**src/rtl/ecdh_des_pkg.sv**
```systemverilog
// Shared definitions for the ECDH + 3DES sequencer.
// Contents: sequencer state enum, default width/latency constants and the
// session-key packing function used when phase 2 completes.
package ecdh_des_pkg;

  localparam int PT_W_DEF    = 163;
  localparam int KEY_W_DEF   = 192;
  localparam int DES_LAT_DEF = 48;

  // Upper bounds that size the packing function (largest standard binary
  // field degree); the sequencer checks its parameters against them.
  localparam int PT_W_MAX  = 571;
  localparam int KEY_W_MAX = 2 * PT_W_MAX + 1;

  typedef enum logic [3:0] {
    IDLE,
    ECC1,
    ECC2,
    ECC1_DONE,
    ECC2_DONE,
    ECC_ERR,
    KEY_WAIT,
    INIT_WAIT,
    DATA_WAIT,
    DES_DONE
  } seq_state_e;

  // Session key = {y[key_w-pt_w-1:0], x[pt_w-1:0]}, built bit by bit so one
  // function serves every legal (pt_w, key_w) pair. Bits above key_w are 0.
  function automatic logic [KEY_W_MAX-1:0] pack_key(input logic [PT_W_MAX:0] x,
                                                     input logic [PT_W_MAX:0] y,
                                                     input int pt_w,
                                                     input int key_w);
    logic [KEY_W_MAX-1:0] k;
    k = '0;
    for (int i = 0; i < KEY_W_MAX; i++) begin
      if (i < pt_w)
        k[i] = x[i];
      else if (i < key_w)
        k[i] = y[i - pt_w];
    end
    return k;
  endfunction

endpackage

```
**src/rtl/ecdh_des_sequencer_if.sv**
```systemverilog
// Request/response bundle between the sequencer and its environment.
// slave : sequencer side (takes requests and ECC results, drives control,
//         key material and status pulses).
// master: controller/engine side, the mirror image.
interface ecdh_des_sequencer_if
  import ecdh_des_pkg::*;
#(
  parameter int PT_W  = PT_W_DEF,
  parameter int KEY_W = KEY_W_DEF
);
  logic             ecc_start1;
  logic             ecc_start2;
  logic             des_start;
  logic             des_mode;
  logic             estart;
  logic [PT_W:0]    pox;
  logic [PT_W:0]    poy;
  logic             edone;
  logic [KEY_W-1:0] keys;
  logic             key_valid;
  logic             des_encrypt;
  logic [PT_W:0]    pux;
  logic [PT_W:0]    puy;
  logic             ecc1_done;
  logic             ecc2_done;
  logic             ecc_err;
  logic             des_done;

  modport slave (
    input  ecc_start1, ecc_start2, des_start, des_mode, pox, poy, edone,
    output estart, keys, key_valid, des_encrypt, pux, puy,
           ecc1_done, ecc2_done, ecc_err, des_done
  );

  modport master (
    output ecc_start1, ecc_start2, des_start, des_mode, pox, poy, edone,
    input  estart, keys, key_valid, des_encrypt, pux, puy,
           ecc1_done, ecc2_done, ecc_err, des_done
  );
endinterface

```
**src/rtl/seq_counter.sv**
```systemverilog
// Shared state counter for the sequencer.
// Ports: clk, n_rst (async, active-low), load (sync reload to 1, wins over
// en), en (increment), limit (compare value), count, tc (count == limit).
module seq_counter #(
  parameter int W = 6
) (
  input  logic         clk,
  input  logic         n_rst,
  input  logic         load,
  input  logic         en,
  input  logic [W-1:0] limit,
  output logic [W-1:0] count,
  output logic         tc
);
  logic [W-1:0] count_reg;

  always_ff @(posedge clk or negedge n_rst) begin
    if (!n_rst)
      count_reg <= W'(1);
    else if (load)
      count_reg <= W'(1);
    else if (en)
      count_reg <= count_reg + W'(1);
  end

  assign count = count_reg;
  assign tc    = (count_reg == limit);
endmodule

```
**src/rtl/ecdh_des_sequencer.sv**
```systemverilog
// Top-level sequencer for the ECDH + 3DES core.
// Runs ECC phase 1 (public point -> pux/puy) and phase 2 (shared secret ->
// keys/key_valid), with an optional ECC watchdog, then paces a 3DES session
// through key setup, pipeline fill, streaming and drain.
// Ports: clk, n_rst (async, active-low), bus (slave modport: requests,
// ECC results in; estart, key material, status pulses, des_done out).
// Every output is a register loaded from the current state, so each
// response appears one cycle after the state that causes it.
module ecdh_des_sequencer
  import ecdh_des_pkg::*;
#(
  parameter int PT_W        = PT_W_DEF,
  parameter int KEY_W       = KEY_W_DEF,
  parameter int KEY_SETUP   = 2,
  parameter int DES_LAT     = DES_LAT_DEF,
  parameter int ECC_TIMEOUT = 0
) (
  input logic                  clk,
  input logic                  n_rst,
  ecdh_des_sequencer_if.slave  bus
);
  localparam int CNT_MAX0 = (DES_LAT > ECC_TIMEOUT) ? DES_LAT : ECC_TIMEOUT;
  localparam int CNT_MAX  = (CNT_MAX0 > KEY_SETUP) ? CNT_MAX0 : KEY_SETUP;
  localparam int CW       = $clog2(CNT_MAX + 1);
  localparam int PW       = PT_W_MAX + 1;
  localparam bit ECC_WD   = (ECC_TIMEOUT > 0);

  localparam logic [CW-1:0] LIM_KEY = CW'(KEY_SETUP);
  localparam logic [CW-1:0] LIM_DES = CW'(DES_LAT);
  localparam logic [CW-1:0] LIM_ECC = CW'(ECC_TIMEOUT);

  if (PT_W < 1 || PT_W > PT_W_MAX) begin : g_chk_pt_w
    $error("ecdh_des_sequencer: PT_W out of range");
  end
  if (KEY_W <= PT_W || KEY_W > 2 * PT_W + 1) begin : g_chk_key_w
    $error("ecdh_des_sequencer: KEY_W must satisfy PT_W < KEY_W <= 2*PT_W+1");
  end
  if (KEY_SETUP < 1) begin : g_chk_key_setup
    $error("ecdh_des_sequencer: KEY_SETUP must be >= 1");
  end
  if (DES_LAT < 1) begin : g_chk_des_lat
    $error("ecdh_des_sequencer: DES_LAT must be >= 1");
  end
  if (ECC_TIMEOUT < 0) begin : g_chk_timeout
    $error("ecdh_des_sequencer: ECC_TIMEOUT must be >= 0");
  end

  seq_state_e       state_reg, state_next;
  logic [CW-1:0]    cnt_limit;
  logic [CW-1:0]    cnt_value;
  logic             cnt_load, cnt_en, cnt_tc;
  logic [KEY_W-1:0] key_packed;

  logic             estart_reg, key_valid_reg, des_encrypt_reg;
  logic             ecc1_done_reg, ecc2_done_reg, ecc_err_reg, des_done_reg;
  logic [PT_W:0]    pux_reg, puy_reg;
  logic [KEY_W-1:0] keys_reg;

  seq_counter #(.W(CW)) u_cnt (
    .clk   (clk),
    .n_rst (n_rst),
    .load  (cnt_load),
    .en    (cnt_en),
    .limit (cnt_limit),
    .count (cnt_value),
    .tc    (cnt_tc)
  );

  assign key_packed = KEY_W'(pack_key(PW'(bus.pox), PW'(bus.poy), PT_W, KEY_W));

  // Next-state decode. The counter reloads to 1 on every state change, so
  // inside a counted state cnt_value is the 1-based cycle index.
  always_comb begin
    state_next = state_reg;
    cnt_limit  = '0;
    cnt_en     = 1'b0;
    case (state_reg)
      IDLE: begin
        if (bus.ecc_start1)
          state_next = ECC1;
        else if (bus.ecc_start2)
          state_next = ECC2;
        else if (bus.des_start && key_valid_reg)
          state_next = KEY_WAIT;
      end
      ECC1, ECC2: begin
        cnt_limit = LIM_ECC;
        // With the watchdog off the counter is frozen so it cannot wrap.
        cnt_en    = ECC_WD;
        // edone is checked first so it wins over a coincident timeout.
        if (bus.edone)
          state_next = (state_reg == ECC1) ? ECC1_DONE : ECC2_DONE;
        else if (ECC_WD && cnt_tc)
          state_next = ECC_ERR;
      end
      ECC1_DONE, ECC2_DONE, ECC_ERR: state_next = IDLE;
      KEY_WAIT: begin
        cnt_limit = LIM_KEY;
        cnt_en    = 1'b1;
        if (cnt_tc)
          state_next = INIT_WAIT;
      end
      INIT_WAIT: begin
        cnt_limit = LIM_DES;
        cnt_en    = 1'b1;
        if (cnt_tc)
          state_next = DATA_WAIT;
      end
      DATA_WAIT: begin
        if (!bus.des_start)
          state_next = DES_DONE;
      end
      DES_DONE: begin
        cnt_limit = LIM_DES;
        cnt_en    = 1'b1;
        if (cnt_tc)
          state_next = IDLE;
      end
      default: state_next = IDLE;
    endcase
    cnt_load = (state_next != state_reg);
  end

  always_ff @(posedge clk or negedge n_rst) begin
    if (!n_rst) begin
      state_reg       <= IDLE;
      estart_reg      <= 1'b0;
      key_valid_reg   <= 1'b0;
      des_encrypt_reg <= 1'b0;
      ecc1_done_reg   <= 1'b0;
      ecc2_done_reg   <= 1'b0;
      ecc_err_reg     <= 1'b0;
      des_done_reg    <= 1'b0;
      pux_reg         <= '0;
      puy_reg         <= '0;
      keys_reg        <= '0;
    end else begin
      state_reg     <= state_next;
      estart_reg    <= (state_reg == ECC1) || (state_reg == ECC2);
      ecc1_done_reg <= (state_reg == ECC1_DONE);
      ecc2_done_reg <= (state_reg == ECC2_DONE);
      ecc_err_reg   <= (state_reg == ECC_ERR);
      des_done_reg  <= (state_reg == DATA_WAIT) || (state_reg == DES_DONE);
      if (state_reg == ECC1_DONE) begin
        pux_reg <= bus.pox;
        puy_reg <= bus.poy;
      end
      if (state_reg == ECC2_DONE) begin
        keys_reg      <= key_packed;
        key_valid_reg <= 1'b1;
      end
      if (state_reg == IDLE && state_next == KEY_WAIT)
        des_encrypt_reg <= bus.des_mode;
    end
  end

  assign bus.estart      = estart_reg;
  assign bus.keys        = keys_reg;
  assign bus.key_valid   = key_valid_reg;
  assign bus.des_encrypt = des_encrypt_reg;
  assign bus.pux         = pux_reg;
  assign bus.puy         = puy_reg;
  assign bus.ecc1_done   = ecc1_done_reg;
  assign bus.ecc2_done   = ecc2_done_reg;
  assign bus.ecc_err     = ecc_err_reg;
  assign bus.des_done    = des_done_reg;
endmodule
```
**src/flat_wrapper.sv**
```systemverilog
// flat-port wrapper written by rule: the top's interface ports become plain ports
module ecdh_des_sequencer_flat import ecdh_des_pkg::*;
#(
  parameter int PT_W        = PT_W_DEF,
  parameter int KEY_W       = KEY_W_DEF,
  parameter int KEY_SETUP   = 2,
  parameter int DES_LAT     = DES_LAT_DEF,
  parameter int ECC_TIMEOUT = 0
)
  (clk, n_rst, bus_ecc_start1, bus_ecc_start2, bus_des_start, bus_des_mode, bus_pox, bus_poy, bus_edone, bus_estart, bus_keys, bus_key_valid, bus_des_encrypt, bus_pux, bus_puy, bus_ecc1_done, bus_ecc2_done, bus_ecc_err, bus_des_done);
  ecdh_des_sequencer_if #(.PT_W(PT_W), .KEY_W(KEY_W)) bus_i ();
  input logic clk;
  input logic n_rst;
  input wire logic [$bits(bus_i.ecc_start1)-1:0] bus_ecc_start1;
  input wire logic [$bits(bus_i.ecc_start2)-1:0] bus_ecc_start2;
  input wire logic [$bits(bus_i.des_start)-1:0] bus_des_start;
  input wire logic [$bits(bus_i.des_mode)-1:0] bus_des_mode;
  input wire logic [$bits(bus_i.pox)-1:0] bus_pox;
  input wire logic [$bits(bus_i.poy)-1:0] bus_poy;
  input wire logic [$bits(bus_i.edone)-1:0] bus_edone;
  output wire logic [$bits(bus_i.estart)-1:0] bus_estart;
  output wire logic [$bits(bus_i.keys)-1:0] bus_keys;
  output wire logic [$bits(bus_i.key_valid)-1:0] bus_key_valid;
  output wire logic [$bits(bus_i.des_encrypt)-1:0] bus_des_encrypt;
  output wire logic [$bits(bus_i.pux)-1:0] bus_pux;
  output wire logic [$bits(bus_i.puy)-1:0] bus_puy;
  output wire logic [$bits(bus_i.ecc1_done)-1:0] bus_ecc1_done;
  output wire logic [$bits(bus_i.ecc2_done)-1:0] bus_ecc2_done;
  output wire logic [$bits(bus_i.ecc_err)-1:0] bus_ecc_err;
  output wire logic [$bits(bus_i.des_done)-1:0] bus_des_done;
  assign bus_i.ecc_start1 = bus_ecc_start1;
  assign bus_i.ecc_start2 = bus_ecc_start2;
  assign bus_i.des_start = bus_des_start;
  assign bus_i.des_mode = bus_des_mode;
  assign bus_i.pox = bus_pox;
  assign bus_i.poy = bus_poy;
  assign bus_i.edone = bus_edone;
  assign bus_estart = bus_i.estart;
  assign bus_keys = bus_i.keys;
  assign bus_key_valid = bus_i.key_valid;
  assign bus_des_encrypt = bus_i.des_encrypt;
  assign bus_pux = bus_i.pux;
  assign bus_puy = bus_i.puy;
  assign bus_ecc1_done = bus_i.ecc1_done;
  assign bus_ecc2_done = bus_i.ecc2_done;
  assign bus_ecc_err = bus_i.ecc_err;
  assign bus_des_done = bus_i.des_done;
  ecdh_des_sequencer #(.PT_W(PT_W), .KEY_W(KEY_W), .KEY_SETUP(KEY_SETUP), .DES_LAT(DES_LAT), .ECC_TIMEOUT(ECC_TIMEOUT)) u_core (.clk(clk), .n_rst(n_rst), .bus(bus_i));
endmodule
```
**config.mk**
```make
export PLATFORM = sky130hd
export DESIGN_NAME = ecdh_des_sequencer_flat
export DESIGN_NICKNAME = d
export VERILOG_FILES = /design/src/rtl/ecdh_des_pkg.sv /design/src/rtl/ecdh_des_sequencer_if.sv /design/src/rtl/seq_counter.sv /design/src/rtl/ecdh_des_sequencer.sv /design/src/flat_wrapper.sv
export SDC_FILE = /design/constraint.sdc
export NUM_CORES = 1
export LEC_CHECK = 0
export ABC_AREA = 1
export CORE_AREA = 4 4 331 333
export CTS_BUF_LIST = sky130_fd_sc_hd__clkbuf_16
export CTS_CLUSTER_SIZE = 24
export DETAILED_ROUTE_END_ITERATION = 7
export DIE_AREA = 0 0 335 337
export PLACE_DENSITY_LB_ADDON = 0.15
export SKIP_CTS_REPAIR_TIMING = 1
export SLEW_MARGIN = 40
export SYNTH_ARGS = -nofsm -noshare
export SYNTH_HDL_FRONTEND = slang
export SYNTH_SLANG_ARGS = --single-unit
export TNS_END_PERCENT = 5
```
**constraint.sdc**
```tcl
create_clock -name clk -period 2.7 [get_ports clk]
set_input_delay 0.54 -clock clk [delete_from_list [all_inputs] [get_ports clk]]
set_output_delay 0.54 -clock clk [all_outputs]
set_load 0.01 [all_outputs]
```
==> results.md <==
- Top cell type's share of synthesized area: 0.668
- Final wirelength: 80.4 mm
- Count leader, synth: nand2_1
- Area of the multi-input gates: 5410 um^2
- Post-synthesis cell type count: 31
- Gr ovfl total: 0
- Final hold vios: 0
- Chip height: 337 um
- Predominant post-synthesis flop cell: dfrtp_1
- CTS tree: done
- Die area: between 100000 and 150000 um^2
- Reg2Reg Capture Point: u_core.bus.pux[115]
- Leakage power: 15.5 nW
- EDFF count, synth: 0
- Status: completed
- CP required: 2.16 ns
- Cell area after synthesis: 20100 um^2
- Maxcap violations: 0
- Setup crit end kind: output pin
- Synth Register Bits: 537
- Vias/cell: 3.79
- Placed Area: 30600 um^2
- Clock root cell: clkbuf_16
- CP bufs+invs: 1
- Crit path launch type: flip-flop
- Max reg flops: 192
- Gate Count Post-Synth: 2125
- Pwr dens: 534 nW/um^2
- Largest net degree at the start of global routing: 90
- CP Max Fanout: 2
- IO Port Bufs: 861
- Crit. path cell count: 1
- Crit path from: u_core.bus.pux[115]
- Routed len/inst: 18.1 um
- Top post-synthesis cells by count: nand2_1, dfrtp_1, o21ai_0, inv_1, clkbuf_1
- Design Area, Final: 32700 um^2
- Arrival time of the worst setup path: 1.62 ns
- Main area contributors after synthesis: dfrtp_1, nand2_1, o21ai_0
- Worst-Margin Slew: 0.647 ns
- Core Region: around 110000 um^2
- Hold slack: 0.431 ns
- Drt pass-1 iters: 5
- Fill count: 11302
- Layout cell share with drive strength beyond 1: 0.0562
- Synth area leader: dfrtp_1
- Synthesized area per cell: about 9.5 um^2
- Slack of the worst reg-to-reg path: around 0.56 ns
- Crit path max-delay family: buffers and inverters
- Crit-path slowest cell: clkdlybuf4s50_1
- Rows: 120
- CTS Sinks: 537
- Crit Path Class: flip-flop to output pin
- Setup WS post-layout: 0.541 ns
- Cell breakdown of the critical path: clkdlybuf4s50_1
- Worst IR Drop VDD: 403 uV
- Clock skew: 0.0203 ns
- Hold Crit Class: primary input to asynchronous set/reset pin
- Vias in the first global route: 17488
- Clk_lat worst skew: between 0.6 and 0.7 ns
- GRT Total Usage: 0.137
- Initial antenna violation count: 13
- Initial DRC count: 794
- Clock-pin slew on the worst setup and hold paths: 0.05 ns
- Crit path largest cell delay: 0.62 ns
- HPWL Detailed: 60.6 mm
- FMAX: 463 MHz
- RSZ-0062 raised after global routing: no
- Crit share post-route: 0.800
- Reg-to-reg startpoint: u_core.state_reg[2]
- Minimum clock period: 2.16 ns
- Die W: 335 um
- Syn_nets: approximately 2500
- I/O pin total: 862
- Total number of vias: 16875
- Gpl congestion: 0.757
- Slew Limit Fails: 0
- Remaining DRCs: 0
- Register area: roughly 13000 um^2
- Layout Nets: 3326
- CTS Buffer Depth: 3
- R2R depth: 7
- Setup Viol. Count Final: 0
- Layout area overhead: 62.9%
- Async S/R FF share, synth: 1.00
- Pre-CTS setup slack: 0.549 ns
- Initial Util: 0.188
- Htree depth: 3
- Setup_tns: 0 ns
- Synth warn: 0
- Seq/Total Area, Yosys: 0.669
- Num CTS Buffers: 69
- Global-route wire length before repair: roughly 120 mm
- ANT nets after route: 0
- Worst setup path endpoint: bus_pux[115]
- Slew HR: 0.568
metrics by stage:
step / utilization / power, mW / std cells
3_3_place_gp: 0.287 / 9.06 / 4321
6_report: 0.307 / 17.5 / 4453
5_1_grt: 0.307 / 18.3 / 4449
4_1_cts: 0.307 / 17.9 / 4445
3_5_place_dp: 0.287 / 9.06 / 4321
2_1_floorplan: - / 8.29 / 2125
final cells by class:
cell class,instances,area share
diodes,7,0.000535
flip-flops and latches,537,0.411
inverters,210,0.0245
well taps,1403,0.0536
repair buffers,909,0.282
multi-input cells,1263,0.165
clock buffers,69,0.0528
clock inverters,55,0.0108
cells in the final DEF, fill, tap and decap left out, types with 16 or more instances in the layout:
cell type,instances
nand2_1,808
buf_4,28
dfrtp_1,536
o21ai_0,357
clkinv_1,16
o21ai_1,29
clkdlybuf4s50_1,860
clkbuf_16,69
inv_1,224
buf_12,19
power breakdown:
group	total (mW)	internal (mW)	leakage (nW)	switching [mW]
clock	8.60	4.87	1.09	3.73
sequential	8.05	8.05	4.77	0.00138
combinational	0.836	0.480	9.60	0.356
total	17.5	13.4	15.5	4.09
kinds of logic after synthesis:
kind of cell | Yosys count | share of synthesized area
buffers and inverters | 325 | 0.0623
AND/OR/NAND/NOR | 861 | 0.166
adder cells (fa/ha/maj) | 1 | 0.000623
multiplexers | 1 | 0.000560
flip-flops | 537 | 0.669
AO/OA/AOI/OAI | 395 | 0.0993
XOR/XNOR | 5 | 0.00218
worst min path at each step:
stage | depth (start not counted) | start | endpoint
3_5_place_dp | 2 | u_core.bus.puy[100] | u_core.bus.puy[100]
6_report | 2 | n_rst | u_core.bus.pux[47]
5_1_grt | 2 | n_rst | u_core.bus.pux[47]
2_1_floorplan | 0 | n_rst | u_core.bus.des_done
4_1_cts | 1 | n_rst | u_core.bus.pux[40]
3_3_place_gp | 2 | u_core.bus.puy[161] | u_core.bus.puy[161]
metal layers:
| metal | vias up | track usage | wire, um |
|---|---|---|---|
| met4 | 12 | 0.0515 | 2330 |
| met1 | 7855 | 0.154 | 31000 |
| met5 | - | 0 | 82 |
| met2 | 566 | 0.232 | 39100 |
| met3 | 113 | 0.0585 | 7890 |
| li1 | 8329 | - | - |
(Power assumes the default switching activity.)
